[src/rtl/f2i.sv]
// bfloat16 -> signed Q8.7 fixed-point converter, iterative 1-bit/cycle alignment shifter.
// Optional macro F2I_ROUND_NEAREST_EN: round-to-nearest-even on right shifts (default: truncate).
module f2i #(
    parameter int MAN_WIDTH = 7,
    parameter int EXP_WIDTH = 8
) (
    input  logic                 clk,
    input  logic                 rst,
    input  logic                 valid_i,
    input  logic                 sgn_i,
    input  logic [EXP_WIDTH-1:0] exp_i,
    input  logic [MAN_WIDTH-1:0] mantissa_i,
    output logic [EXP_WIDTH-1:0] parte_intera,
    output logic [MAN_WIDTH-1:0] parte_frazionaria,
    output logic                 valid_o,
    output logic                 ovf_o,
    output logic                 busy_o
);
    localparam int W    = EXP_WIDTH + MAN_WIDTH;
    localparam int KW   = EXP_WIDTH + 2;
    localparam int BIAS = 2**(EXP_WIDTH-1) - 1;
    localparam int NW   = $clog2(MAN_WIDTH + 2);
    localparam logic signed [KW-1:0] BIAS_S = KW'(BIAS);
    localparam logic signed [KW-1:0] K_OVF  = KW'(EXP_WIDTH - 1);
    localparam logic signed [KW-1:0] K_MIN  = KW'(-MAN_WIDTH);
    localparam logic signed [KW-1:0] K_ZERO = KW'(-(MAN_WIDTH + 1));
    localparam logic [W-1:0] SAT_POS = {1'b0, {(W-1){1'b1}}};
    localparam logic [W-1:0] SAT_NEG = {1'b1, {(W-1){1'b0}}};

    typedef enum logic [1:0] {IDLE, SHIFT, DONE} state_t;

    state_t         state_q, state_d;
    logic [W-1:0]   acc_q, acc_d;
    logic [NW-1:0]  n_q, n_d;
    logic           left_q, left_d;
    logic           sgn_q, sgn_d;
    logic           sat_q, sat_d;
    logic           ovf_pend_q, ovf_pend_d;
    logic [W-1:0]   res_q, res_d;
    logic           valid_q, valid_d;
    logic           ovf_out_q, ovf_out_d;
    logic [W-1:0]   mag;
    logic signed [KW-1:0] k;

`ifdef F2I_ROUND_NEAREST_EN
    logic guard_q, guard_d, sticky_q, sticky_d;
    assign mag = acc_q + W'(guard_q & (sticky_q | acc_q[0]));
`else
    assign mag = acc_q;
`endif

    assign k = $signed({2'b00, exp_i}) - BIAS_S;

    always_comb begin
        state_d    = state_q;
        acc_d      = acc_q;
        n_d        = n_q;
        left_d     = left_q;
        sgn_d      = sgn_q;
        sat_d      = sat_q;
        ovf_pend_d = ovf_pend_q;
        res_d      = res_q;
        valid_d    = 1'b0;
        ovf_out_d  = 1'b0;
`ifdef F2I_ROUND_NEAREST_EN
        guard_d    = guard_q;
        sticky_d   = sticky_q;
`endif
        case (state_q)
            IDLE: begin
                if (valid_i) begin
                    sgn_d      = sgn_i;
                    sat_d      = 1'b0;
                    ovf_pend_d = 1'b0;
                    n_d        = '0;
                    left_d     = ~k[KW-1];
                    acc_d      = {{(W-MAN_WIDTH-1){1'b0}}, 1'b1, mantissa_i};
                    state_d    = DONE;
`ifdef F2I_ROUND_NEAREST_EN
                    guard_d    = 1'b0;
                    sticky_d   = 1'b0;
`endif
                    if (exp_i == '0) begin
                        acc_d = '0;
                    end else if (exp_i == '1) begin
                        sat_d      = 1'b1;
                        ovf_pend_d = 1'b1;
                    end else if (k >= K_OVF) begin
                        // the most negative code is exactly representable
                        sat_d      = 1'b1;
                        ovf_pend_d = !(sgn_i && (k == K_OVF) && (mantissa_i == '0));
                    end else if (k < K_MIN) begin
                        // beyond one position past the LSB nothing survives, not even a round bit
                        if (k < K_ZERO) acc_d = '0;
                        n_d     = NW'(MAN_WIDTH + 1);
                        state_d = SHIFT;
                    end else if (k != '0) begin
                        n_d     = k[KW-1] ? NW'(-k) : NW'(k);
                        state_d = SHIFT;
                    end
                end
            end
            SHIFT: begin
                if (left_q) begin
                    acc_d = acc_q << 1;
                end else begin
                    acc_d = acc_q >> 1;
`ifdef F2I_ROUND_NEAREST_EN
                    guard_d  = acc_q[0];
                    sticky_d = sticky_q | guard_q;
`endif
                end
                n_d = n_q - NW'(1);
                if (n_q == NW'(1)) state_d = DONE;
            end
            DONE: begin
                if (sat_q)      res_d = sgn_q ? SAT_NEG : SAT_POS;
                else if (sgn_q) res_d = -mag;
                else            res_d = mag;
                valid_d   = 1'b1;
                ovf_out_d = ovf_pend_q;
                state_d   = IDLE;
            end
            default: state_d = IDLE;
        endcase
    end

    always_ff @(posedge clk) begin
        if (rst) begin
            state_q    <= IDLE;
            acc_q      <= '0;
            n_q        <= '0;
            left_q     <= 1'b0;
            sgn_q      <= 1'b0;
            sat_q      <= 1'b0;
            ovf_pend_q <= 1'b0;
            res_q      <= '0;
            valid_q    <= 1'b0;
            ovf_out_q  <= 1'b0;
`ifdef F2I_ROUND_NEAREST_EN
            guard_q    <= 1'b0;
            sticky_q   <= 1'b0;
`endif
        end else begin
            state_q    <= state_d;
            acc_q      <= acc_d;
            n_q        <= n_d;
            left_q     <= left_d;
            sgn_q      <= sgn_d;
            sat_q      <= sat_d;
            ovf_pend_q <= ovf_pend_d;
            res_q      <= res_d;
            valid_q    <= valid_d;
            ovf_out_q  <= ovf_out_d;
`ifdef F2I_ROUND_NEAREST_EN
            guard_q    <= guard_d;
            sticky_q   <= sticky_d;
`endif
        end
    end

    assign parte_intera      = res_q[W-1:MAN_WIDTH];
    assign parte_frazionaria = res_q[MAN_WIDTH-1:0];
    assign valid_o           = valid_q;
    assign ovf_o             = ovf_out_q;
    assign busy_o            = (state_q != IDLE);
endmodule
[config.mk]
export PLATFORM = sky130hd
export DESIGN_NAME = f2i
export DESIGN_NICKNAME = d
export VERILOG_FILES = /design/src/rtl/f2i.sv
export SDC_FILE = /design/constraint.sdc
export NUM_CORES = 1
export LEC_CHECK = 0
export CAP_MARGIN = 0
export CORE_MARGIN = 3
export CORE_UTILIZATION = 60
export DETAILED_ROUTE_END_ITERATION = 7
export PLACE_DENSITY = 0.94
export SLEW_MARGIN = 20
export SYNTH_ARGS = -nofsm -noshare
export SYNTH_HDL_FRONTEND = slang
export SYNTH_SLANG_ARGS = --single-unit
[constraint.sdc]
create_clock -name clk -period 4.4 [get_ports clk]
set_clock_uncertainty 0.2 [all_clocks]
set_input_delay 0.88 -clock clk [delete_from_list [all_inputs] [get_ports clk]]
set_output_delay 0.88 -clock clk [all_outputs]
set_load 0.005 [all_outputs]
# Yosys cells after proc, flatten, opt, wreduce, memory -nomap -nowiden
# Cells that the tools add are included.
dict set report classes {
  add_sub_neg 4
  muxes 34
  n_bitwise 2
  n_reduce_logical 13
  eq_ne 7
  order_cmp 3
}
# operator n
set op_table {}
lappend op_table {{15-bit two-way mux} 5}
lappend op_table {{8-bit two-way mux} 5}
lappend op_table {{15-bit case mux with 2 select lines} 1}
lappend op_table {{4-bit two-way mux} 7}
lappend op_table {{9-bit by 4-bit < comparator with 1-bit output, second input constant} 2}
lappend op_table {{15-bit negation} 1}
lappend op_table {{2-bit two-way mux} 7}
lappend op_table {{10-bit nonzero test} 1}
lappend op_table {{9-bit by 4-bit equality test with 1-bit output, second input constant} 1}
lappend op_table {{9-bit by 4-bit >= comparator with 1-bit output, second input constant} 1}
lappend op_table {{8-bit by 7-bit subtractor with 9-bit output, second input constant} 1}
lappend op_table {{8-bit equality test, second input constant} 1}
lappend op_table {{8-bit zero test} 1}
lappend op_table {{4-bit case mux with 2 select lines} 1}
lappend op_table {{7-bit zero test} 1}
lappend op_table {{1-bit two-way mux} 7}
lappend op_table {{2-bit AND reduction} 3}
lappend op_table {{4-bit by 1-bit equality test with 1-bit output, second input constant} 1}
lappend op_table {{2-bit != test, second input constant} 2}
lappend op_table {{4-bit negation} 1}
lappend op_table {{2-bit case mux with 2 select lines} 1}
lappend op_table {{2-bit nonzero test} 2}
lappend op_table {{4-bit by 1-bit subtractor with 4-bit output, second input constant} 1}
lappend op_table {{2-bit by 1-bit equality test with 1-bit output, second input constant} 1}
lappend op_table {{other kinds (6)} 8}
dict set report totals {
  out_inout_bits 18
  register_bits 42
  input_bits 19
  elab_cells 73
}

# Longest topological paths before layout
# Gate-level depths: netlist of the first run.
dict set report depth {
  depth_word 10
  ltp_mapped 8
  ltp_nobuf 7
}

# Worst setup path before layout of the first run
# No wires, ideal clock.
dict set report synth_timing {
  path_kind {input to register}
  from {input port exp_i[0]}
  to {register n_q[0]}
  path_slack_ps 1443
  required_ps 4125
  t_arrival_ps 2681
  path_buffers 1
  cell_stages 7
  setup_ps 75
  path_cell_list {clkbuf_1 -> inv_1 -> ha_1 -> a31oi_1 -> o21ai_0 -> or4_1 -> o22ai_1}
}
dict set report synth_between {
  elab_chain_len 10
  elab_cells_between_ends 15
  cone_classes {2 x add/sub; 2 x order compare; 1 x eq/ne; 8 x mux; 2 x reduce/logical}
}
# item line
set synth_rtl {}
lappend synth_rtl {{start: declaration} 11} ;# input logic [EXP_WIDTH-1:0] exp_i,
lappend synth_rtl {{8-bit by 7-bit subtractor with 9-bit output} 52} ;# assign k = $signed({2'b00, exp_i}) - BIAS_S;
lappend synth_rtl {{4-bit negation} 98} ;# n_d = k[KW-1] ? NW'(-k) : NW'(k);
lappend synth_rtl {{4-bit two-way mux} 98}
lappend synth_rtl {{4-bit two-way mux} 97} ;# end else if (k != '0) begin
lappend synth_rtl {{4-bit two-way mux} 92} ;# end else if (k < K_MIN) begin
lappend synth_rtl {{4-bit two-way mux} 88} ;# end else if (k >= K_OVF) begin
lappend synth_rtl {{4-bit two-way mux} 85} ;# end else if (exp_i == '1) begin
lappend synth_rtl {{4-bit two-way mux *} 83} ;# if (exp_i == '0) begin
lappend synth_rtl {{4-bit two-way mux *} 71} ;# if (valid_i) begin
lappend synth_rtl {{4-bit case mux with 2 select lines *} 69} ;# case (state_q)
lappend synth_rtl {{end signal: assignment} 147} ;# n_q <= n_d;
lappend synth_rtl {{end: declaration} 34} ;# logic [NW-1:0] n_q, n_d;
# Mark *: on every way between the ends. The rest lies on a longest branch, timed or not. The select of a mux whose other input is x is not followed.
# A chain may end at the register's enable or synchronous reset.

# Worst setup path after layout of the first run
dict set report layout_timing {
  from {input port exp_i[0]}
  to {register n_q[1]}
}
# The elaborated chain is that of the path after synthesis.

==> results of run 1 <==
## cell families after synthesis
kind of cell / count (synthesis)
AO/OA/AOI/OAI: 130
AND/OR/NAND/NOR: 113
flip-flops: 42
buffers and inverters: 41
multiplexers: 15
adder cells (fa/ha/maj): 6
XOR/XNOR: 4
## metrics by stage
stage / utilization / total power [mW] / area [µm²] / hold WS (ns) / worst slack (ns)
CTS: 0.753 / 0.984 / 3170 / 0.258 / 0.852
global route: 0.753 / 1.04 / 3170 / 0.284 / 0.635
finish: 0.753 / 0.994 / 3170 / 0.261 / 0.773
floorplan: - / 0.641 / 2740 / 0.248 / 1.44
detailed placement: 0.731 / 0.729 / 3070 / 0.247 / 0.543
global placement: 0.731 / 0.717 / 3070 / 0.241 / 0.677
## routing by layer
layer  global-route usage  share of wire
met1                0.358           0.42
met2                0.448           0.48
met3               0.0520          0.077
met4                0.107          0.020
met5                    0              0
## final timing paths
kind,end,slack (ns),cells after the start
setup / recovery,n_q[1]$_SDFFE_PP0P_,0.77,7
hold / removal,res_q[2]$_SDFFE_PP0P_,0.26,2
setup reg to reg,res_q[10]$_SDFFE_PP0P_,1.76,7
hold reg to reg,res_q[2]$_SDFFE_PP0P_,0.26,2
## state kept, by name, indices dropped and copies added (netlist names)
register	cells
acc_q	15
res_q	15
n_q	4
state_q	2
left_q	1
ovf_o	1
ovf_pend_q	1
sat_q	1
sgn_q	1
valid_o	1
## final cells by class
type | count | share of cell area
Multi-Input combinational cell | 268 | 0.547
Clock buffer | 6 | 0.0261
Timing Repair Buffer | 40 | 0.123
Inverter | 12 | 0.0142
Clock inverter | 2 | 0.00395
Tap cell | 50 | 0.0198
Sequential cell | 42 | 0.266
## worst min-delay path: cells and delay by family, from the launching register on
| family | cells | cell delay, ns |
|---|---|---|
| compound gates | 1 | 0.05 |
| flops | 1 | 0.32 |
| simple gates | 1 | 0.05 |
## layout by cell type (no fill, tap or decap), types with 2 or more instances in the layout
master           Yosys  routed
mux2_2               6       6
a31oi_1              5       5
clkbuf_8             0       6
nand4_1              4       4
or4_4                2       2
and3_1               3       3
mux2i_1              9       9
buf_4                2       4
and4b_1              2       2
nand2_1             18      18
a211o_1              5       5
or3_1                5       5
nor2_1              42      42
a2111oi_0            2       2
dfxtp_1             42      42
nand3_1              2       2
or4_1                3       3
a41oi_1              2       2
nand2b_1             4       4
o211ai_1            10      10
nor4_1               4       4
clkdlybuf4s50_1      0      36
xnor2_1              4       4
nor3_1               6       6
ha_1                 6       6
a211oi_1             5       5
o21ai_0             24      24
a22o_1               2       2
and3b_1              2       2
o21a_1               4       4
a21oi_1             40      40
inv_1               11      11
nor3b_1              2       2
a221oi_1             3       3
o221ai_1             3       3
o31a_1               2       2
nor2b_1              6       6
o311ai_0             4       4
o22ai_1              3       3
## power breakdown
part	switching [mW]	internal, mW	total, mW
clock	0.137	0.126	0.263
sequential	0.0432	0.407	0.451
combinational	0.150	0.130	0.280
==> flow_metrics.py, run 1 <==
metrics = {
    "status": {
        "status": "completed",
    },
    "logic_synthesis": {
        "synth_commonest_cells": "dfxtp_1, nor2_1, a21oi_1, o21ai_0, clkbuf_1",
        "synth_mux_area_frac": 0.0575,
        "syn_nets": 376,
        "synth_seq_area_share": 0.306,
        "ys_seq_elements": 42,
        "async_flop_share": 0,
        "ys_warn_count": 0,
        "synth_edf_count": 0,
        "avgSynthCellArea_um2": 7.82,
        "synthXorXnorAreaFrac": 0.0128,
        "yosys.area_share.adder": 0.0274,
        "synth_area_leader_cell": "dfxtp_1",
        "synth_top_cell_area_share": 0.306,
        "synth-simple-area-share": 0.214,
        "synth_area_um2": 2740,
        "synth_cell_types": 66,
        "synth.area.top_cells": "dfxtp_1, a21oi_1, nor2_1, o21ai_0, mux2i_1",
        "ys_dominant_reg_cell": "dfxtp_1",
        "synth_compound_area_frac": 0.319,
        "synth_cells": 351,
        "synth_top_family_by_area": "compound AO/OA/AOI/OAI gates",
    },
    "clock_network": {
        "clkTransAtPathRegs_ns": 0.08,
        "cts_num_sinks": 42,
        "post-cts-setup-buffers": 0,
        "postCtsHoldBufs": 0,
        "ctsRootBufferMaster": "clkbuf_8",
        "clock_latency_ns": 0.30,
        "post_cts_resized": 0,
        "cts_tree": "done",
        "cts.path.max_buffers": 2,
        "cts_made_buffers": 5,
        "htreeDepth": 2,
    },
    "sta": {
        "relSlewSlack": 0.313,
        "rsz0062_at_grt": "false",
        "setup_tns_ns": 0,
        "slew_violations": 0,
        "finalCritPeriodShare": 0.824,
        "worst_slew_pin_slew_ns": 1.03,
        "hold_viol_final": 0,
        "post-route-min-period_ns": 3.63,
        "clock.fmax_mhz": 276,
        "finalSetupViolCount": 0,
    },
    "finish": {
        "fill_cells": 336,
        "regArea_um2": 841,
        "multi_input_area_um2": 1730,
        "final_cell_count_no_fill": 420,
        "diodes": 0,
        "nNetsFinal": 394,
        "syn_to_final_growth_pct": 15.4,
        "drive_gt1_frac": 0.0784,
    },
    "placement": {
        "place_congestion": 0.890,
        "dp_cells": 412,
        "port-buffer-count": 36,
        "hpwlAfterDp_um": 4910,
    },
    "grt": {
        "first_global_vias": 2581,
        "grt_usage": 0.275,
        "grt_pass1_wl_um": 11900,
        "gr-total-overflow": 0,
        "grt_max_degree": 33,
        "grt_antenna_before_repair": 0,
    },
    "worst_setup_path": {
        "path_buf_inv": 1,
        "critPathSlowestCell": "clkdlybuf4s50_1",
        "startpoint_type": "input pin",
        "startpoint": "exp_i[0]",
        "cp.required_ns": 4.39,
        "critPathArrivalTime_ns": 3.62,
        "worst_path_largest_cell_delay_ns": 0.71,
        "worstPathCellList": "clkdlybuf4s50_1, ha_1, and4b_1, nand4_1, a32oi_2, a2bb2oi_1, o41ai_1",
        "crit_family": "compound AO/OA/AOI/OAI gates",
        "crit_path_max_fanout": 15,
        "critPathCaptureType": "flop",
        "r2r_start": "acc_q[1]$_SDFFE_PP0P_",
        "critPathKind": "in -> reg",
    },
    "pwr": {
        "leakagePower_nw": 1.14,
        "ir_drop_mv": 0.161,
        "powerDensity_nw_per_um2": 314,
    },
    "routing": {
        "post_drt_wl_per_cell_um": 17.1,
        "num_vias": 2869,
        "vias_per_cell": 6.83,
        "wl_um": 7200,
        "remaining_drc_errors": 0,
        "drt.antenna.violating_nets": 0,
        "first_pass_iters": 5,
        "drtIter0Drc": 373,
    },
    "die": {
        "die_h_um": 73.6,
        "num_rows": 23,
        "ios": 37,
        "core_um2": 4200,
        "start_util": 0.653,
        "die_w_um": 73.6,
        "dieArea_um2": 5420,
    },
    "job": {
        "drv_cap": 0,
    },
    "worst_hold_path": {
        "min_path_type": "reg -> reg",
        "min_from": "res_q[2]$_SDFFE_PP0P_",
    },
}
(Power assumes the default switching activity.)
==> run 2: changes to the inputs <==
Settings changed: CORE_UTILIZATION 60 to 50, PLACE_DENSITY 0.94 to 0.85.
Clock period 4.4 ns to 3.1 ns, I/O delays scaled along.
==> run 2 against run 1 <==
Net effect: routed wire length is 5.0% lower; global-route usage is 5.0 points lower; clock power is 35% higher; non-clock buffer count is 11 higher; first-iteration DRC count is 45% lower; design area is 3.2% higher; sequential power is 40% higher.
==> flow_metrics.py, run 2 (synthesized netlist as in run 1, its figures left out) <==
metrics = {
    "worst_setup_path": {
        "critPathArrivalTime_ns": 2.72,
        "crit_path_max_fanout": 10,
        "startpoint": "exp_i[0]",
        "critPathCaptureType": "flop",
        "critPathKind": "in -> reg",
        "worstPathCellList": "clkdlybuf4s50_1, ha_1, buf_4, o21a_1, a31oi_1, o21ai_0, or4_1, o22ai_1",
        "startpoint_type": "input pin",
        "worst_path_largest_cell_delay_ns": 0.49,
        "reg2reg_depth": 5,
        "critPathSlowestCell": "or4_1",
        "cp.required_ns": 3.14,
        "r2r_start": "acc_q[5]$_SDFFE_PP0P_",
    },
    "grt": {
        "grt_usage": 0.225,
        "gr-total-overflow": 0,
        "grt_max_degree": 23,
        "grt_antenna_before_repair": 0,
        "first_global_vias": 2573,
        "grt_pass1_wl_um": 11700,
    },
    "sta": {
        "relSlewSlack": 0.533,
        "worst_hold_slack_ns": 0.262,
        "timing.final.ws_setup_ns": 0.420,
        "setup_tns_ns": 0,
        "hold_viol_final": 0,
        "post-route-min-period_ns": 2.68,
        "worst_slew_pin_slew_ns": 0.699,
        "finalSetupViolCount": 0,
        "clock.fmax_mhz": 373,
        "finalCritPeriodShare": 0.865,
        "rsz0062_at_grt": "false",
        "slew_violations": 0,
    },
    "clock_network": {
        "ctsRootBufferMaster": "clkbuf_8",
        "htreeDepth": 2,
        "cts.path.max_buffers": 2,
        "clkTransAtPathRegs_ns": 0.08,
        "postCtsHoldBufs": 0,
        "post-cts-setup-buffers": 0,
        "post_cts_resized": 0,
        "cts_made_buffers": 5,
        "cts_tree": "done",
        "cts_num_sinks": 42,
        "clock_latency_ns": 0.31,
    },
    "placement": {
        "port-buffer-count": 36,
        "dp_slack_ns": 0.0990,
        "dp_cells": 443,
        "place_congestion": 0.907,
        "hpwlAfterDp_um": 5090,
    },
    "finish": {
        "mostFrequentLayoutCells": "nor2_1, dfxtp_1, a21oi_1, clkdlybuf4s50_1, o21ai_0",
        "drive_gt1_frac": 0.105,
        "nNetsFinal": 405,
        "syn_to_final_growth_pct": 19.0,
        "final_cell_count_no_fill": 451,
        "diodes": 0,
        "largestRegisters": "acc_q: 15 flops, res_q: 15 flops, n_q: 4 flops",
        "fill_cells": 449,
    },
    "routing": {
        "remaining_drc_errors": 0,
        "first_pass_iters": 5,
        "wl_um": 6840,
        "vias_per_cell": 6.20,
        "num_vias": 2796,
        "drtIter0Drc": 206,
        "drt.antenna.violating_nets": 0,
        "post_drt_wl_per_cell_um": 15.2,
    },
    "pwr": {
        "leakagePower_nw": 1.20,
        "switchingPower_uw": 464,
        "clkPwrFrac": 0.254,
        "switching_share": 0.332,
        "share_comb_of_total_power": 0.294,
        "cell_internal_pwr_uw": 932,
        "ir_drop_mv": 0.170,
        "powerDensity_nw_per_um2": 427,
        "seq_power_share": 0.452,
    },
    "die": {
        "dieArea_um2": 6410,
        "ios": 37,
        "core_um2": 5200,
        "die_h_um": 80.1,
        "num_rows": 26,
        "die_w_um": 80.1,
        "start_util": 0.527,
    },
    "status": {
        "status": "completed",
    },
    "job": {
        "drv_cap": 0,
    },
    "worst_hold_path": {
        "min_path_type": "reg -> reg",
        "min_from": "res_q[8]$_SDFFE_PP0P_",
        "min_path_cells": 2,
    },
}
==> run 2: changes by cell type in the layout (fill, tap and decap cells not counted) <==
cell	delta
clkbuf_8	-1
clkinv_2	+1
clkinvlp_4	-1
inv_6	+1
buf_4	+11
==> run 2: final cells by class <==
| class | instances | area, µm² | share of cell area |
|---|---|---|---|
| multi-input combinational | 268 | 1730 | 0.530 |
| sequential | 42 | 841 | 0.257 |
| timing repair buffer | 51 | 473 | 0.145 |
| tap | 70 | 87.6 | 0.0268 |
| clock buffer | 5 | 68.8 | 0.0211 |
| inverter | 12 | 45.0 | 0.0138 |
| clock inverter | 3 | 18.8 | 0.00575 |
==> run 2: final timing paths <==
check	end	slack, ns
setup / recovery	n_q[0]$_SDFFE_PP0P_	0.42
hold / removal	res_q[8]$_SDFFE_PP0P_	0.26
setup reg to reg	res_q[13]$_SDFFE_PP0P_	0.48
hold reg to reg	res_q[8]$_SDFFE_PP0P_	0.26
==> run 2: critical path: cells and delay by family <==
kind / cells / cell delay (ns)
buf+inv: 2 / 0.64
compound gates: 4 / 0.69
fa+ha+maj: 1 / 0.28
simple gates: 1 / 0.49
==> run 2: power by group through the flow <==
stage | Clock, mW | Sequential, mW | Combinational (mW)
after floorplan | 0 | 0.620 | 0.290
after CTS | 0.358 | 0.629 | 0.406
after detailed placement | 0 | 0.641 | 0.403
after global routing | 0.376 | 0.637 | 0.456
after global placement | 0 | 0.639 | 0.393
final | 0.355 | 0.631 | 0.410
==> run 2: through the flow <==
step / utilization / power (mW) / cell area [µm²]
floorplan: - / 0.910 / 2740
global placement: 0.611 / 1.03 / 3180
detailed placement: 0.611 / 1.04 / 3180
CTS: 0.627 / 1.39 / 3270
global route: 0.627 / 1.47 / 3270
finish: 0.627 / 1.40 / 3270
==> run 2: per-layer routing <==
metal  track usage  up-vias  wire length (µm)  share of wire
li1              -     1370                 -              -
met1         0.284     1290              3050           0.45
met2         0.361      121              3220           0.47
met3        0.0549       15               443          0.065
met4        0.0980        0               128          0.019
met5             0        -                 0              0
==> run 3: changes to the inputs <==
Settings changed: PLACE_DENSITY 0.85 to 0.77.
==> run 3 against run 2 <==
Net effect: clock-buffer cell count is the same; die area is the same; design area rose by 1.5%; final cell count stayed put; global-route usage fell by 0.081 points; sequential power down 1%; critical path depth unchanged; critical path type unchanged.
==> flow_metrics.py, run 3 (synthesized netlist as in run 1, its figures left out) <==
metrics = {
    "sta": {
        "post-route-min-period_ns": 2.70,
        "worst_hold_slack_ns": 0.253,
        "setup_tns_ns": 0,
        "finalSetupViolCount": 0,
        "hold_viol_final": 0,
        "clock.fmax_mhz": 370,
        "worst_slew_pin_slew_ns": 0.765,
        "slew_violations": 0,
        "rsz0062_at_grt": "false",
        "relSlewSlack": 0.489,
        "finalCritPeriodShare": 0.871,
    },
    "clock_network": {
        "cts_num_sinks": 42,
        "post_cts_resized": 0,
        "clkTransAtPathRegs_ns": 0.09,
        "clock_latency_ns": 0.30,
        "cts_tree": "done",
        "post-cts-setup-buffers": 0,
        "cts_made_buffers": 5,
        "ctsRootBufferMaster": "clkbuf_8",
        "cts.path.max_buffers": 2,
        "postCtsHoldBufs": 0,
        "htreeDepth": 2,
    },
    "routing": {
        "remaining_drc_errors": 0,
        "wl_um": 6730,
        "drtIter0Drc": 152,
        "num_vias": 2736,
        "post_drt_wl_per_cell_um": 14.9,
        "drt.antenna.violating_nets": 0,
        "first_pass_iters": 4,
        "vias_per_cell": 6.07,
    },
    "worst_setup_path": {
        "path_buf_inv": 2,
        "crit_path_max_fanout": 4,
        "regToRegSetupSlack_ns": 0.55,
        "critPathKind": "in -> reg",
        "r2r_start": "acc_q[1]$_SDFFE_PP0P_",
        "critPathCaptureType": "flop",
        "cp.required_ns": 3.09,
        "reg2reg_depth": 7,
        "worstPathCellList": "clkdlybuf4s50_1, inv_1, ha_1, nor3b_1, o21ai_0, o211ai_1, a2bb2oi_1, o41ai_1",
        "worst_path_largest_cell_delay_ns": 0.51,
        "startpoint_type": "input pin",
        "critPathArrivalTime_ns": 2.69,
        "critPathSlowestCell": "clkdlybuf4s50_1",
        "rr_endpoint": "res_q[10]$_SDFFE_PP0P_",
        "crit_family": "compound AO/OA/AOI/OAI gates",
    },
    "placement": {
        "place_congestion": 0.869,
        "hpwlAfterDp_um": 4840,
        "port-buffer-count": 36,
    },
    "pwr": {
        "ir_drop_mv": 0.268,
        "leakagePower_nw": 1.22,
        "share_comb_of_total_power": 0.265,
        "powerDensity_nw_per_um2": 470,
        "clkPwrFrac": 0.335,
        "cell_internal_pwr_mw": 1.10,
        "switching_share": 0.297,
        "seq_power_share": 0.401,
        "switchingPower_uw": 463,
    },
    "die": {
        "die_w_um": 80.1,
        "start_util": 0.527,
        "dieArea_um2": 6410,
        "num_rows": 26,
        "ios": 37,
        "core_um2": 5200,
        "die_h_um": 80.1,
    },
    "grt": {
        "first_global_vias": 2417,
        "grt_usage": 0.224,
        "gr-total-overflow": 0,
        "grt_antenna_before_repair": 0,
        "grt_max_degree": 32,
        "grt_pass1_wl_um": 11600,
    },
    "finish": {
        "nNetsFinal": 405,
        "syn_to_final_growth_pct": 20.8,
        "diodes": 0,
        "largestRegisters": "acc_q: 15 flops, res_q: 15 flops, n_q: 4 flops",
        "drive_gt1_frac": 0.105,
        "mostFrequentLayoutCells": "nor2_1, dfxtp_1, a21oi_1, clkdlybuf4s50_1, o21ai_0",
    },
    "worst_hold_path": {
        "min_path_type": "reg -> reg",
        "min_path_cells": 2,
        "min_from": "res_q[8]$_SDFFE_PP0P_",
        "hold-path-endpoint": "res_q[8]$_SDFFE_PP0P_",
    },
    "job": {
        "drv_cap": 0,
    },
    "status": {
        "status": "completed",
    },
}
==> run 3: changes by cell type in the layout (fill, tap and decap cells not counted), sizes merged <==
cell	change
clkinv	-1
bufinv	+2
inv	-1
==> run 3: worst max-delay path by stage <==
stage / from / to / slack (ns) / cells past startpoint
final: exp_i[0] / n_q[1]$_SDFFE_PP0P_ / 0.40 / 8
after global routing: exp_i[1] / state_q[1]$_SDFFE_PP0P_ / 0.18 / 8
after CTS: exp_i[1] / n_q[1]$_SDFFE_PP0P_ / 0.39 / 8
after detailed placement: exp_i[1] / n_q[1]$_SDFFE_PP0P_ / 0.07 / 8
after global placement: exp_i[0] / n_q[1]$_SDFFE_PP0P_ / 0.16 / 8
after floorplan: exp_i[0] / n_q[0]$_SDFFE_PP0P_ / 0.40 / 7
==> run 3: cell type report <==
class,count,area (µm²)
clock inverter,3,68.8
inverter,12,45.0
tap,70,87.6
timing repair buffer,51,473
multi-input combinational,268,1730
clock buffer,5,68.8
fill,471,1890
sequential,42,841
==> run 3: power groups by stage <==
| stage | Combinational [mW] | Sequential (mW) | Clock (mW) |
|---|---|---|---|
| final | 0.413 | 0.625 | 0.522 |
| after global routing | 0.463 | 0.632 | 0.550 |
| after CTS | 0.411 | 0.624 | 0.530 |
| after detailed placement | 0.407 | 0.636 | 0 |
| after global placement | 0.400 | 0.634 | 0 |
| after floorplan | 0.290 | 0.620 | 0 |
==> run 3: stage by stage <==
step	instances	total power, mW	utilization	worst slack (ns)	area, µm²
after floorplan	351	0.910	-	0.403	2740
after global placement	443	1.03	0.611	0.163	3180
after detailed placement	443	1.04	0.611	0.0669	3180
after CTS	451	1.57	0.637	0.391	3320
after global routing	451	1.64	0.637	0.179	3320
final	451	1.56	0.637	0.398	3320
==> run 3: routing by layer <==
layer	part of all wire	wire, µm	track usage
met1	0.47	3160	0.310
met4	0.015	104	0.0659
met2	0.47	3170	0.356
met5	0	0	0
met3	0.043	289	0.0381
==> run 3: tightest hold or removal path, stage by stage (launching register included) <==
cell and delay, ns:
dfxtp_1 0.32, nand2_1 0.05, a21oi_1 0.05
